**src/rtl/palette_lookup_arbiter.sv**
```systemverilog
// Round-robin arbiter that shares one combinational 16-entry palette among
// N_REQ pixel requesters and returns the registered colour one cycle later,
// tagged with the requester ID and a colour-key transparency flag.
module palette_lookup_arbiter #(
  parameter int          N_REQ           = 3,
  parameter logic [3:0]  TRANSPARENT_IDX = 4'h0,
  parameter int          ID_W            = 2
) (
  input  logic                Clk,
  input  logic                Reset_n,
  input  logic                stall,
  input  logic [N_REQ-1:0]    req,
  input  logic [4*N_REQ-1:0]  req_idx,
  output logic [N_REQ-1:0]    gnt,
  output logic [3:0]          pal_index,
  input  logic [3:0]          pal_red,
  input  logic [3:0]          pal_green,
  input  logic [3:0]          pal_blue,
  output logic                rsp_valid,
  output logic [ID_W-1:0]     rsp_id,
  output logic [3:0]          rsp_red,
  output logic [3:0]          rsp_green,
  output logic [3:0]          rsp_blue,
  output logic                rsp_transparent
);

  logic [ID_W-1:0] rr_ptr_q, rr_ptr_d;
  logic            rsp_valid_q, rsp_valid_d;
  logic [ID_W-1:0] rsp_id_q, rsp_id_d;
  logic [3:0]      rsp_red_q, rsp_red_d;
  logic [3:0]      rsp_green_q, rsp_green_d;
  logic [3:0]      rsp_blue_q, rsp_blue_d;
  logic            rsp_transparent_q, rsp_transparent_d;

  logic            found;
  logic [ID_W-1:0] winner;
  logic [ID_W-1:0] sel;
  logic            grant_v;
  logic [ID_W-1:0] winner_next;

  // Round-robin search: first active requester starting at rr_ptr, wrapping at N_REQ.
  always_comb begin
    found  = 1'b0;
    winner = rr_ptr_q;
    for (int i = 0; i < N_REQ; i++) begin
      int cand;
      cand = int'(rr_ptr_q) + i;
      if (cand >= N_REQ) cand = cand - N_REQ;
      if (!found && req[cand]) begin
        found  = 1'b1;
        winner = ID_W'(cand);
      end
    end
  end

  // Grant decode and palette index mux; the index falls back to rr_ptr's requester when idle.
  always_comb begin
    grant_v     = found && !stall;
    sel         = grant_v ? winner : rr_ptr_q;
    pal_index   = req_idx[4*int'(sel) +: 4];
    gnt         = grant_v ? (N_REQ'(1) << winner) : '0;
    winner_next = (winner == ID_W'(N_REQ - 1)) ? '0 : winner + 1'b1;
  end

  // Response and pointer next-state: capture on grant, clear valid when idle, hold under stall.
  always_comb begin
    rr_ptr_d          = rr_ptr_q;
    rsp_valid_d       = rsp_valid_q;
    rsp_id_d          = rsp_id_q;
    rsp_red_d         = rsp_red_q;
    rsp_green_d       = rsp_green_q;
    rsp_blue_d        = rsp_blue_q;
    rsp_transparent_d = rsp_transparent_q;
    if (grant_v) begin
      rr_ptr_d          = winner_next;
      rsp_valid_d       = 1'b1;
      rsp_id_d          = winner;
      rsp_red_d         = pal_red;
      rsp_green_d       = pal_green;
      rsp_blue_d        = pal_blue;
      rsp_transparent_d = (pal_index == TRANSPARENT_IDX);
    end else if (!stall) begin
      rsp_valid_d = 1'b0;
    end
  end

  // State registers; reset discards any in-flight response and restarts the pointer at 0.
  always_ff @(posedge Clk or negedge Reset_n) begin
    if (!Reset_n) begin
      rr_ptr_q          <= '0;
      rsp_valid_q       <= 1'b0;
      rsp_id_q          <= '0;
      rsp_red_q         <= '0;
      rsp_green_q       <= '0;
      rsp_blue_q        <= '0;
      rsp_transparent_q <= 1'b0;
    end else begin
      rr_ptr_q          <= rr_ptr_d;
      rsp_valid_q       <= rsp_valid_d;
      rsp_id_q          <= rsp_id_d;
      rsp_red_q         <= rsp_red_d;
      rsp_green_q       <= rsp_green_d;
      rsp_blue_q        <= rsp_blue_d;
      rsp_transparent_q <= rsp_transparent_d;
    end
  end

  assign rsp_valid       = rsp_valid_q;
  assign rsp_id          = rsp_id_q;
  assign rsp_red         = rsp_red_q;
  assign rsp_green       = rsp_green_q;
  assign rsp_blue        = rsp_blue_q;
  assign rsp_transparent = rsp_transparent_q;

endmodule

```
**config.mk**
```make
export PLATFORM = sky130hd
export DESIGN_NAME = palette_lookup_arbiter
export DESIGN_NICKNAME = d
export VERILOG_FILES = /design/src/rtl/palette_lookup_arbiter.sv
export SDC_FILE = /design/constraint.sdc
export NUM_CORES = 1
export LEC_CHECK = 0
export ABC_AREA = 1
export BUFFER_PORTS_ARGS = -buffer_cell sky130_fd_sc_hd__buf_2
export CAP_MARGIN = 20
export CORE_MARGIN = 1.5
export CORE_UTILIZATION = 42
export DETAILED_ROUTE_END_ITERATION = 6
export GPL_TIMING_DRIVEN = 0
export PLACE_DENSITY = 0.79
export SETUP_SLACK_MARGIN = 0.5
export SLEW_MARGIN = 10
export SYNTH_ARGS = -nofsm -noshare
export SYNTH_HDL_FRONTEND = slang
export SYNTH_SLANG_ARGS = --single-unit
```
**constraint.sdc**
```tcl
create_clock -name Clk -period 2.5 [get_ports Clk]
set_input_delay 0.5 -clock Clk [delete_from_list [all_inputs] [get_ports Clk]]
set_output_delay 0.5 -clock Clk [all_outputs]
set_load 0.005 [all_outputs]
```
==> flow_metrics.tcl, run 1 <==
set metrics [dict create \
    yosysUniqueCellTypes 19 \
    drc 2 \
    portBuffers 52 \
    area_growth_pct 59.19 \
    core_area_um2 2805 \
    rsz0062_at_grt "true" \
    die_x_um 57.91 \
    reg2reg_to "rr_ptr_q[1]$_DFFE_PN0P_" \
    drt_iter0_markers 110 \
    design_power_total_mw 3.141 \
    pin_count 53 \
    worstPathMaxFanout 7 \
    endpoint "rr_ptr_q[1]$_DFFE_PN0P_" \
    antenna_found_initial 0 \
    root_buffer "clkbuf_4" \
    required_ps 2680 \
    num_antenna_cells 0 \
    fin_util_pct 71.86 \
    ys_seq_area_share_pct 35.57 \
    first_global_vias 1449 \
    syn_nets 220 \
    grt_start_max_net_pins 19 \
    routed_wl_mm 3.637 \
    clk_pin_slew_ps 100 \
    p_leak_nw 1.168 \
    synthCells 186 \
    cts_buffers 3 \
    reg2reg_depth 23 \
    slew_headroom_pct 72.59 \
    grt_usage_pct 21.64 \
    fmax_ghz 0.3618 \
    grt_pass1_wl_mm 5.678 \
    end_kind "flop" \
    dr.pass1.iters 6 \
    violations "DRC, setup timing" \
    grt-ovfl-total 0 \
    timing.rr.start "rr_ptr_q[1]$_DFFE_PN0P_" \
    design.die.area_um2 3353 \
    rows 19 \
    vias 1449 \
    drive_gt1_share_pct 51.31 \
    maxSlewViolCount 0 \
    clk_latency_ps 290 \
    final_nets 302 \
    final_area_um2 2016 \
    crit_slowest_cell "dfrtp_2" \
    avgViaCountPerCell 4.862 \
    hpwl_mm 2.314 \
    finalSetupViolations 8 \
    hold_violations 0 \
    cts_tree "yes" \
    clock_skew_ps 7.739 \
    r2r_slack_ps -260 \
    syn_avg_cell_area_um2 6.808 \
    ys_warn_count 0 \
    place_area_um2 1618 \
    mostFrequentLayoutCells "74 x nand2_1, 52 x buf_2, 16 x dfrtp_1, 15 x inv_1, 15 x nand3_1" \
    critPathBufInv 13 \
    crit_path_start "rr_ptr_q[1]$_DFFE_PN0P_" \
    synth_area_um2 1266 \
    worstHoldPathType "input port to asynchronous set/reset pin" \
    clock_sinks 18 \
    status "complete, but fails checks" \
    worstPathArrival_ps 2950 \
    ctsLongestPathBuffers 2 \
    powerDensity_nw_per_um2 1558 \
    crit_chain "inv_4 > ha_1 > inv_1 > nand2_1 > nand2_2 > nand2_4 > nand2_4 > nor2_4 > inv_2 > nand2_4 > nand2_4 > buf_4 > buf_6 > buf_6 > buf_6 > buf_6 > buf_6 > buf_6 > buf_6 > buf_6 > buf_6 > nand3_2 > nand2_1" \
    synth_seq_cells 18 \
    cp_slowest_stage_delay_ps 480 \
    final_common_cell "nand2_1" \
    crit_family "buffers and inverters" \
    antenna_left 0 \
    start_util_pct 45.14 \
    fin_crit_sh_pct 110.6 \
    fin_ws_ps -264.0 \
    wire_per_inst_um 12.20 \
    ir_drop_mv 0.6757 \
    drv_cap 0 \
    die_y_um 57.91 \
    ctsHtreeMaxLevel 1 \
    crit_top_cell "buf_6" \
    path_depth 23 \
    setup.worst_path.class "flop to flop" \
    tightest_slew_ps 411.2 \
    hold_slack_ps 102.1 \
    gp_congestion 0.7465 \
    min_period_ps 2764 \
    cp-start-kind "flop" \
]
## metrics by stage
| stage | worst slack [ps] | std cells | TNS, ps |
|---|---|---|---|
| floorplan | 362.9 | 186 | 0 |
| global placement | 95.19 | 269 | 0 |
| detailed placement | 85.47 | 269 | 0 |
| CTS | -188.0 | 293 | -868.4 |
| global route | -429.1 | 298 | -2803 |
| finish | -264.0 | 298 | -1495 |
## registers in the layout, indices dropped and copies added (netlist names)
register and flops:
rsp_valid 1, rr_ptr_q 2, rsp_transparent 1, rsp_red 4, rsp_blue 4, rsp_id 2, rsp_green 4
## area by class of cell
cell class | instances | area, µm²
multi-input cells | 140 | 848.3
fillers | 218 | 789.5
flip-flops and latches | 18 | 452.9
repair buffers | 77 | 489.2
clock buffers | 4 | 36.28
inverters | 25 | 116.4
plain buffers | 3 | 33.78
well taps | 31 | 38.79
## cells in the mapped netlist
library cell | number | area share (%)
ha_1 | 4 | 4.0
nor2_1 | 6 | 1.8
inv_2 | 5 | 1.5
a21boi_1 | 1 | 0.59
o21ai_2 | 1 | 0.69
nor2_4 | 1 | 0.89
inv_4 | 1 | 0.49
nand2_2 | 8 | 4.0
inv_1 | 19 | 5.6
nand2_4 | 5 | 4.4
nand3_1 | 23 | 9.1
nand3_4 | 1 | 1.4
a21boi_2 | 1 | 0.89
dfrtp_1 | 18 | 36
nand2_1 | 84 | 25
clkbuf_1 | 2 | 0.59
nand3_2 | 2 | 1.6
o21ai_0 | 3 | 1.2
buf_6 | 1 | 0.89
## timing repair
action,4_1_cts,5_1_grt
endpoints found under the hold margin,0,0
setup buffers,20,5
hold buffers,0,0
pin swaps,7,7
resized for setup,19,32
setup endpoints to repair,17,23
## worst min path at each step
stage,endpoint,cells past startpoint
6_report,rsp_green[2]$_DFFE_PN0P_,1
2_1_floorplan,rr_ptr_q[0]$_DFFE_PN0P_,0
5_1_grt,rsp_red[1]$_DFFE_PN0P_,1
3_3_place_gp,rsp_green[2]$_DFFE_PN0P_,1
3_5_place_dp,rsp_green[2]$_DFFE_PN0P_,1
4_1_cts,rsp_green[2]$_DFFE_PN0P_,1
## layer usage
| metal | up-vias | wire, µm | GRT usage [%] |
|---|---|---|---|
| met5 | - | 0 | 0 |
| met4 | 0 | 90 | 13.29 |
| met3 | 10 | 125 | 1.116 |
| met2 | 43 | 1884 | 38.47 |
| met1 | 667 | 1537 | 25.50 |
| li1 | 729 | - | - |
## power breakdown
part / switching, mW / total [mW] / internal, mW
clock: 0.0859 / 0.175 / 0.0887
combinational: 1.26 / 2.46 / 1.20
sequential: 0.0888 / 0.509 / 0.420
## cells by family after synthesis
group,synth area share (%)
AND/OR/NAND/NOR,48.02
adder cells (fa/ha/maj),3.953
flip-flops,35.57
AO/OA/AOI/OAI,3.360
buffers and inverters,9.092
No activity file was read; power rests on OpenSTA's default activity.
==> run 2, diff against run 1 <==
- CORE_MARGIN: 1.5 -> 2
==> run 2 against run 1 <==
Net effect:
- the flow still finishes with violations (DRC, setup timing)
- combinational power is 31% lower
- hold slack improved by 20 ps
- clock skew shrank 4.1 ps
- critical path depth is 7 lower
- clock-buffer cell count unchanged
==> flow_metrics.tcl, run 2 (synthesis results as in run 1) <==
set metrics [dict create \
    min_period_ps 2709 \
    cts_buffers 3 \
    design.die.area_um2 3470 \
    worstPathMaxFanout 7 \
    drc 2 \
    fin_crit_sh_pct 108.4 \
    dr.pass1.iters 6 \
    ctsHtreeMaxLevel 1 \
    drv_cap 0 \
    crit_chain "inv_4 > ha_1 > inv_1 > nand2_1 > nand2_1 > nand2_4 > nand2_2 > nor2_4 > inv_2 > o21ai_2 > a21boi_4 > nand2_1 > nand2_1 > nand2_1 > inv_1 > buf_2" \
    antenna_left 0 \
    status "complete, but fails checks" \
    reg2reg_to "rsp_transparent$_DFFE_PN0P_" \
    clk_pin_slew_ps 100 \
    final_nets 286 \
    wire_per_inst_um 10.97 \
    power.internal_mw 1.226 \
    slew_headroom_pct 74.85 \
    grt-ovfl-total 0 \
    finalSetupViolations 6 \
    power.share.sequential_pct 21.6 \
    combPwrFrac_pct 71.3 \
    crit_family "simple AND/OR/NAND/NOR gates" \
    p_sw_mw 1.153 \
    violations "DRC, setup timing" \
    hpwl_mm 2.342 \
    drt_iter0_markers 51 \
    area_growth_pct 41.11 \
    final_area_um2 1787 \
    start_util_pct 45.14 \
    root_buffer "clkbuf_4" \
    tightest_slew_ps 377.2 \
    met1_usage_pct 22.32 \
    setup.worst_path.class "flop to primary output" \
    gp_congestion 0.7433 \
    worstPathArrival_ps 2210 \
    busiest_layer "met2" \
    clk_latency_ps 280 \
    crit_slowest_cell "dfrtp_2" \
    pin_count 53 \
    clock_sinks 18 \
    rows 19 \
    powerDensity_nw_per_um2 1332 \
    clock_skew_ps 3.644 \
    hold_violations 0 \
    fin_ws_ps -209.0 \
    r2r_slack_ps 440 \
    avgViaCountPerCell 4.823 \
    fin_util_pct 63.69 \
    ctsLongestPathBuffers 2 \
    mostFrequentLayoutCells "80 x nand2_1, 52 x buf_2, 21 x nand3_1, 16 x inv_1, 16 x dfrtp_1" \
    endpoint "pal_index[1]" \
    cp_slowest_stage_delay_ps 480 \
    place_area_um2 1618 \
    die_y_um 58.91 \
    grt_use_met2_pct 33.81 \
    maxSlewViolCount 0 \
    worstHoldPathType "input port to asynchronous set/reset pin" \
    cp-start-kind "flop" \
    reg2reg_depth 19 \
    end_kind "primary output" \
    grt_usage_pct 18.27 \
    cts_tree "yes" \
    swShare_pct 48.47 \
    num_antenna_cells 0 \
    core_area_um2 2805 \
    path_depth 16 \
    first_global_vias 1247 \
    antenna_found_initial 0 \
    fmax_ghz 0.3691 \
    grt_pass1_wl_mm 5.043 \
    vias 1360 \
    routed_wl_mm 3.094 \
    critPathBufInv 5 \
    crit_top_cell "nand2_1" \
    use_met3_pct 2.857 \
    drive_gt1_share_pct 42.63 \
    timing.rr.start "rr_ptr_q[1]$_DFFE_PN0P_" \
    fill_cells 255 \
    p_leak_nw 1.067 \
    ir_drop_mv 0.6778 \
    rsz0062_at_grt "true" \
    crit_path_start "rr_ptr_q[1]$_DFFE_PN0P_" \
    portBuffers 52 \
    grt_start_max_net_pins 19 \
    power_frac_clock_pct 7.1 \
    hold_buffers 0 \
    die_x_um 58.91 \
    required_ps 2000 \
    final_common_cell "nand2_1" \
]
## run 2: cell count changes in the layout (fill, tap and decap cells not counted), moves of 2 or more
| cell | before | now |
|---|---|---|
| nand2_1 | 74 | 80 |
| nand3_2 | 8 | 3 |
| nand2_2 | 11 | 9 |
| buf_6 | 11 | 1 |
| nor2_1 | 3 | 5 |
| nor2_2 | 3 | 1 |
| nand2_4 | 12 | 8 |
| buf_4 | 14 | 8 |
| nand3_1 | 15 | 21 |
## run 2: power groups by stage
stage / logic (mW) / clock network, mW / registers (mW)
global route: 1.89 / 0.184 / 0.529
finish: 1.70 / 0.168 / 0.515
floorplan: 1.04 / 0 / 0.518
CTS: 1.59 / 0.175 / 0.509
detailed placement: 1.47 / 0 / 0.511
global placement: 1.44 / 0 / 0.511
## run 2: final cells by class
class	instances	area [µm²]	area share, %
Timing Repair Buffer	61	331.6	18.56
Inverter	25	113.9	6.373
Sequential cell	18	452.9	25.35
Clock buffer	4	36.28	2.031
Tap cell	31	38.79	2.171
Multi-Input combinational cell	140	778.2	43.56
Buffer	3	35.03	1.961
## run 2: worst min-delay path by stage
stage	cells after the start	to	slack, ps	from
after floorplan	0	rr_ptr_q[0]$_DFFE_PN0P_	200	Reset_n
after global routing	1	rsp_red[2]$_DFFE_PN0P_	150	Reset_n
after detailed placement	1	rsp_green[2]$_DFFE_PN0P_	440	Reset_n
after CTS	1	rsp_green[2]$_DFFE_PN0P_	130	Reset_n
final	1	rsp_red[0]$_DFFE_PN0P_	120	Reset_n
after global placement	1	rsp_green[2]$_DFFE_PN0P_	440	Reset_n
## run 2: through the flow
step	cells	power [mW]	hold slack [ps]	worst slack, ps	TNS [ps]
finish	282	2.379	121.8	-209.0	-883.7
global route	282	2.601	146.5	-336.5	-1712
CTS	279	2.279	129.3	-177.4	-703.0
detailed placement	269	1.978	444.4	83.51	0
global placement	269	1.953	439.5	111.4	0
floorplan	186	1.556	204.4	362.9	0
## run 2: routing by layer
metal	routed length [µm]	vias up
met1	1339	614
met5	0	-
met2	1555	43
met3	177	4
li1	-	699
met4	22	0
## run 2: worst reg2reg max path, delay by kind of cell (launching register included)
kind | cells | cell delay [ps]
flip-flops | 1 | 480
adder cells (fa/ha/maj) | 1 | 150
buffers and inverters | 3 | 210
AND/OR/NAND/NOR | 15 | 1120
## run 2: what timing repair did
action / CTS / global route
endpoints found under the setup margin: 17 / 21
hold endpoints to repair: 0 / 0
buffers inserted: 6 / 3
pin swaps: 3 / 5
resized for setup: 10 / 12
